`src/rtl/spi_diff_pkg.sv`:
```
// Shared types and defaults for the differential SPI link (slave PHY and link master).
package spi_diff_pkg;

  localparam int unsigned DATA_W_DEF      = 32;
  localparam int unsigned SYNC_STAGES_DEF = 2;

  typedef enum logic [1:0] {
    ST_WAIT_END = 2'd0,
    ST_IDLE     = 2'd1,
    ST_SHIFT    = 2'd2
  } state_e;

  // Decoded status of one synchronized differential pair
  typedef struct packed {
    logic value;
    logic fault;
    logic rise;
    logic fall;
  } pair_s;

endpackage

```
`src/rtl/spi_diff_sync_rx.sv`:
```
// Synchronizes one differential p/n pair into clk and decodes value, fault and edges.
module spi_diff_sync_rx
  import spi_diff_pkg::*;
#(
  parameter int unsigned SYNC_STAGES = SYNC_STAGES_DEF,
  parameter logic        RST_VAL     = 1'b0
) (
  input  logic  clk,
  input  logic  rst_n,
  input  logic  i_p,
  input  logic  i_n,
  output pair_s o_pair_c
);

  logic [SYNC_STAGES-1:0] r_p_sync;
  logic [SYNC_STAGES-1:0] r_n_sync;
  logic                   r_prev;
  logic                   w_p;
  logic                   w_n;

  assign w_p = r_p_sync[SYNC_STAGES-1];
  assign w_n = r_n_sync[SYNC_STAGES-1];

  // Reset to a valid, non-faulted line state at RST_VAL
  always_ff @(posedge clk or negedge rst_n) begin
    if (!rst_n) begin
      r_p_sync <= {SYNC_STAGES{RST_VAL}};
      r_n_sync <= {SYNC_STAGES{~RST_VAL}};
      r_prev   <= RST_VAL;
    end else begin
      r_p_sync <= {r_p_sync[SYNC_STAGES-2:0], i_p};
      r_n_sync <= {r_n_sync[SYNC_STAGES-2:0], i_n};
      r_prev   <= w_p;
    end
  end

  assign o_pair_c.value = w_p;
  assign o_pair_c.fault = (w_p == w_n);
  assign o_pair_c.rise  = w_p & ~r_prev;
  assign o_pair_c.fall  = ~w_p & r_prev;

endmodule

```
`src/rtl/spi_diff_slave_phy.sv`:
```
// Oversampling SPI mode-0 slave on differential pairs: shifts in a word, returns a preloaded word.
module spi_diff_slave_phy
  import spi_diff_pkg::*;
#(
  parameter int unsigned DATA_W      = DATA_W_DEF,
  parameter int unsigned SYNC_STAGES = SYNC_STAGES_DEF
) (
  input  logic              clk,
  input  logic              rst_n,
  input  logic              sclk_p,
  input  logic              sclk_n,
  input  logic              csn_p,
  input  logic              csn_n,
  input  logic              mosi_p,
  input  logic              mosi_n,
  output logic              miso_p,
  output logic              miso_n,
  input  logic [DATA_W-1:0] tx_data,
  output logic              tx_ready,
  output logic [DATA_W-1:0] rx_data,
  output logic              rx_valid,
  output logic              frame_err
);

  localparam int unsigned CNT_W = $clog2(DATA_W + 1);

  pair_s w_sclk;
  pair_s w_csn;
  pair_s w_mosi;
  logic  w_any_fault;
  logic  w_unused;

  state_e              r_state;
  logic [DATA_W-2:0]   r_tx_sr;
  logic [DATA_W-2:0]   r_rx_sr;
  logic [CNT_W-1:0]    r_cnt;
  logic                r_miso;
  logic                r_tx_ready;
  logic [DATA_W-1:0]   r_rx_data;
  logic                r_rx_valid;
  logic                r_frame_err;

  spi_diff_sync_rx #(.SYNC_STAGES(SYNC_STAGES), .RST_VAL(1'b0)) u_sync_sclk (
    .clk(clk), .rst_n(rst_n), .i_p(sclk_p), .i_n(sclk_n), .o_pair_c(w_sclk)
  );

  spi_diff_sync_rx #(.SYNC_STAGES(SYNC_STAGES), .RST_VAL(1'b1)) u_sync_csn (
    .clk(clk), .rst_n(rst_n), .i_p(csn_p), .i_n(csn_n), .o_pair_c(w_csn)
  );

  spi_diff_sync_rx #(.SYNC_STAGES(SYNC_STAGES), .RST_VAL(1'b0)) u_sync_mosi (
    .clk(clk), .rst_n(rst_n), .i_p(mosi_p), .i_n(mosi_n), .o_pair_c(w_mosi)
  );

  assign w_any_fault = w_sclk.fault | w_csn.fault | w_mosi.fault;
  assign w_unused    = ^{w_sclk.value, w_mosi.rise, w_mosi.fall};

  // Frame FSM; tx/rx shift registers hold DATA_W-1 bits since the MSB lives in r_miso / is taken from mosi
  always_ff @(posedge clk or negedge rst_n) begin
    if (!rst_n) begin
      r_state     <= ST_WAIT_END;
      r_tx_sr     <= '0;
      r_rx_sr     <= '0;
      r_cnt       <= '0;
      r_miso      <= 1'b0;
      r_tx_ready  <= 1'b0;
      r_rx_data   <= '0;
      r_rx_valid  <= 1'b0;
      r_frame_err <= 1'b0;
    end else begin
      r_rx_valid  <= 1'b0;
      r_frame_err <= 1'b0;
      case (r_state)
        ST_WAIT_END: begin
          r_miso <= 1'b0;
          if (w_csn.value && !w_any_fault) begin
            r_state    <= ST_IDLE;
            r_tx_ready <= 1'b1;
          end
        end
        ST_IDLE: begin
          r_miso <= 1'b0;
          if (w_any_fault) begin
            r_state    <= ST_WAIT_END;
            r_tx_ready <= 1'b0;
          end else if (w_csn.fall) begin
            r_tx_sr    <= tx_data[DATA_W-2:0];
            r_miso     <= tx_data[DATA_W-1];
            r_cnt      <= '0;
            r_state    <= ST_SHIFT;
            r_tx_ready <= 1'b0;
          end
        end
        ST_SHIFT: begin
          if (w_any_fault) begin
            r_frame_err <= 1'b1;
            r_miso      <= 1'b0;
            r_state     <= ST_WAIT_END;
          end else if (w_csn.rise) begin
            // CSN wins over a coincident SCLK edge
            r_frame_err <= (r_cnt != CNT_W'(DATA_W));
            r_miso      <= 1'b0;
            r_state     <= ST_IDLE;
            r_tx_ready  <= 1'b1;
          end else if (r_cnt != CNT_W'(DATA_W)) begin
            if (w_sclk.rise) begin
              r_rx_sr <= {r_rx_sr[DATA_W-3:0], w_mosi.value};
              r_cnt   <= CNT_W'(r_cnt + 1'b1);
              if (r_cnt == CNT_W'(DATA_W - 1)) begin
                r_rx_data  <= {r_rx_sr, w_mosi.value};
                r_rx_valid <= 1'b1;
                r_miso     <= 1'b0;
              end
            end else if (w_sclk.fall) begin
              r_miso  <= r_tx_sr[DATA_W-2];
              r_tx_sr <= {r_tx_sr[DATA_W-3:0], 1'b0};
            end
          end
        end
        default: begin
          r_state    <= ST_WAIT_END;
          r_miso     <= 1'b0;
          r_tx_ready <= 1'b0;
        end
      endcase
    end
  end

  assign miso_p    = r_miso;
  assign miso_n    = ~r_miso;
  assign tx_ready  = r_tx_ready;
  assign rx_data   = r_rx_data;
  assign rx_valid  = r_rx_valid;
  assign frame_err = r_frame_err;

endmodule

```
`config.mk`:
```
export PLATFORM = sky130hd
export DESIGN_NAME = spi_diff_slave_phy
export DESIGN_NICKNAME = d
export VERILOG_FILES = /design/src/rtl/spi_diff_pkg.sv /design/src/rtl/spi_diff_sync_rx.sv /design/src/rtl/spi_diff_slave_phy.sv
export SDC_FILE = /design/constraint.sdc
export NUM_CORES = 1
export LEC_CHECK = 0
export CAP_MARGIN = 5
export CORE_MARGIN = 8
export CORE_UTILIZATION = 50
export CTS_CLUSTER_SIZE = 10
export DETAILED_ROUTE_END_ITERATION = 8
export PLACE_DENSITY = 0.75
export SKIP_LAST_GASP = 1
export SLEW_MARGIN = 20
export SYNTH_ARGS = -nofsm -noshare
export SYNTH_HDL_FRONTEND = slang
export SYNTH_SLANG_ARGS = --single-unit
```
`constraint.sdc`:
```
create_clock -name clk -period 5.7 [get_ports clk]
set_input_delay 1.14 -clock clk [delete_from_list [all_inputs] [get_ports clk]]
set_output_delay 1.14 -clock clk [all_outputs]
set_load 0.1 [all_outputs]
```
==> flow_summary.json <==
{
  "status": "finished, final reports clean",
  "dr.pass1.iters": 4,
  "drv_cap": 0,
  "critPathRequiredTime_ps": 4560,
  "die_y_um": 116,
  "rows": 36,
  "ys_ff_latch": 120,
  "cts_tree": "yes",
  "seq_area_frac_synth": 0.600,
  "route.detailed.drc": 0,
  "n_antenna_cell": 0,
  "arrival_ps": 2080,
  "place.port_buffers": 76,
  "design_area_um2": 6410,
  "synth_area_um2": 5020,
  "grt_pass1_vias": 3373,
  "grt_max_degree": 67,
  "grtUsageTotal": 0.151,
  "fillCellCount": 777,
  "clk_latency_ps": 520,
  "dr_total_vias": 3147,
  "critical_path_class": "reg2out",
  "syn-instance-count": 385,
  "skew_ps": 9.53,
  "drt_iter0_drc": 142,
  "rsz0062_at_grt": "false",
  "tightest_slew_ps": 1000,
  "whs_ps": 351,
  "vias_per_cell": 5.16,
  "use_met2": 0.247,
  "crit_fanout": 3,
  "instances_no_fill": 610,
  "period_minus_slack_ps": 3220,
  "wl_per_cell_um": 15.2,
  "post_cts_buffers": 0,
  "met3_usage": 0.0481,
  "coreArea_um2": 9770,
  "dp_slack_ps": 2960,
  "top_usage_layer": "met2",
  "fmax_mhz": 311,
  "initial_core_util": 0.514,
  "endpoint_kind": "primary output",
  "antenna_left": 0,
  "p_total_mw": 2.36,
  "gp_congestion": 0.789,
  "cts_htree_levels": 4,
  "yosys_warnings": 0,
  "fin_ws_ps": 2480,
  "synthDistinctLibCells": 46,
  "syn-num-nets": 433,
  "vdd_drop_max_mv": 0.219,
  "cts_resized": 0,
  "layout-drive-gt1-share": 0.233,
  "antenna_found_initial": 0,
  "tns_ps": 0,
  "wl_um": 9250,
  "ioPinCount": 77,
  "setup_viol": 0,
  "p_leak_nw": 2.81,
  "nets": 512,
  "grt_overflow": 0,
  "cts-root-buf": "clkbuf_8",
  "syn_area_per_cell_um2": 13.0,
  "grt.met1_usage": 0.172,
  "dieArea_um2": 13500,
  "rrSetupSlack_ps": 2960,
  "grt_pass1_wl_um": 15800,
  "final_util": 0.656,
  "die_w_um": 116,
  "ctsHoldBuffers": 0,
  "finalCritPeriodShare": 0.564,
  "path_clk_slew_ps": 60,
  "dp.cells": 578,
  "slew_headroom": 0.329,
  "worstSetupStartpointType": "flip-flop",
  "detailed_place_hpwl_um": 6100,
  "hold_viol": 0,
  "slew_viol_final": 0,
  "cellPowerDensity_nw_per_um2": 368,
  "area_delta_synth_final_pct": 27.7,
  "cts-buffers-inserted": 17,
  "clock_sinks": 120,
  "clockBufferDepth": 2,
  "dpl-instance-area_um2": 5880,
  "hold_path_class": "reg2reg"
}
## worst max-delay path: stages, from the launching register on
cell and delay, ps:
dfrtp_1 390, inv_1 50, clkdlybuf4s50_1 1120
## Yosys cell counts, drive strengths merged
| cell type | n | share of area |
|---|---|---|
| nor4 | 3 | 0.0067 |
| mux2i | 32 | 0.064 |
| xor2 | 3 | 0.0052 |
| o21ai | 5 | 0.0050 |
| a221oi | 1 | 0.0017 |
| or4b | 1 | 0.0020 |
| dfstp | 7 | 0.037 |
| dfrtp | 113 | 0.56 |
| o21a | 1 | 0.0015 |
| and2 | 1 | 0.0012 |
| nand4 | 1 | 0.0025 |
| nor2 | 35 | 0.026 |
| and3 | 2 | 0.0027 |
| o221ai | 1 | 0.0017 |
| nand3 | 7 | 0.0070 |
| nor3 | 1 | 0.0010 |
| o41ai | 2 | 0.0035 |
| nand2 | 14 | 0.010 |
| inv | 11 | 0.0082 |
| and3b | 1 | 0.0017 |
| o311ai | 2 | 0.0035 |
| nand3b | 2 | 0.0030 |
| a211oi | 2 | 0.0040 |
| nor2b | 1 | 0.0012 |
| nand4b | 1 | 0.0017 |
| o32a | 1 | 0.0020 |
| o31ai | 1 | 0.0015 |
| buf | 9 | 0.014 |
| a21oi | 32 | 0.032 |
| a211o | 1 | 0.0017 |
| mux2 | 65 | 0.15 |
| a21boi | 1 | 0.0015 |
| a31oi | 1 | 0.0012 |
| clkbuf | 12 | 0.0090 |
| nand2b | 2 | 0.0025 |
| o31a | 1 | 0.0017 |
| a32o | 1 | 0.0020 |
| ha | 8 | 0.020 |
## layout make-up
type,count,area (um2),area share
timing repair buffer,81,796,0.124
multi-input combinational,233,1870,0.291
tap,133,166,0.0259
clock inverter,15,119,0.0185
clock buffer,17,414,0.0646
inverter,11,41.3,0.00644
sequential,120,3010,0.469
## layout by cell type, fill, tap and decap left out, types with 5 or more instances in the layout
cell type	netlist	layout
dfrtp_1	113	113
clkdlybuf4s50_1	0	75
mux2_2	60	60
nor2_1	35	34
mux2i_1	32	32
a21oi_1	32	32
clkbuf_16	0	16
nand2_1	14	14
inv_1	11	11
nand3_1	7	7
ha_1	8	7
dfstp_2	7	7
buf_4	3	6
o21ai_0	5	5
mux2_1	5	5
inv_6	0	5
## cells by family (layout without fill, tap and decap cells)
kind of cell    Yosys count  after routing  share of synthesized area
buf+inv                  32            124                     0.0311
mux                      97             97                      0.210
simple gates             72             72                     0.0700
flops                   120            120                      0.600
compound gates           53             53                     0.0645
fa+ha+maj                 8              8                     0.0199
xor+xnor                  3              3                    0.00523
## power breakdown
part           leakage (nW)  switching, mW  internal (mW)
Combinational          1.04          0.203          0.163
Clock                 0.258          0.404          0.541
Sequential             1.51         0.0705          0.982
## state kept, by name, indices dropped and copies added, names as in the netlist
register	cells
tx_ready	1
rx_valid	1
r_cnt	6
frame_err	1
r_tx_sr	31
u_sync_mosi.r_p_sync	2
u_sync_csn.r_n_sync	2
u_sync_csn.r_prev	1
u_sync_sclk.r_p_sync	2
u_sync_mosi.r_n_sync	2
miso_p	1
r_rx_sr	31
u_sync_sclk.r_n_sync	2
rx_data	32
r_state	2
u_sync_sclk.r_prev	1
u_sync_csn.r_p_sync	2
## metal layers
layer,routed length (um),vias up
met5,0,-
met4,151,0
met2,4640,63
met3,457,13
li1,-,1516
met1,4000,1555
## final timing paths
check,from,cells past startpoint,endpoint
worst max-delay path,miso_p,2,miso_n
worst min-delay path,u_sync_csn.r_n_sync[0],0,u_sync_csn.r_n_sync[1]
worst max register to register,r_state[0],7,r_cnt[5]
worst min register to register,u_sync_csn.r_n_sync[0],0,u_sync_csn.r_n_sync[1]
max in group asynchronous,rst_n,2,miso_p
min in group asynchronous,rst_n,1,r_tx_sr[12]
Power figures use the tool's default switching activity.
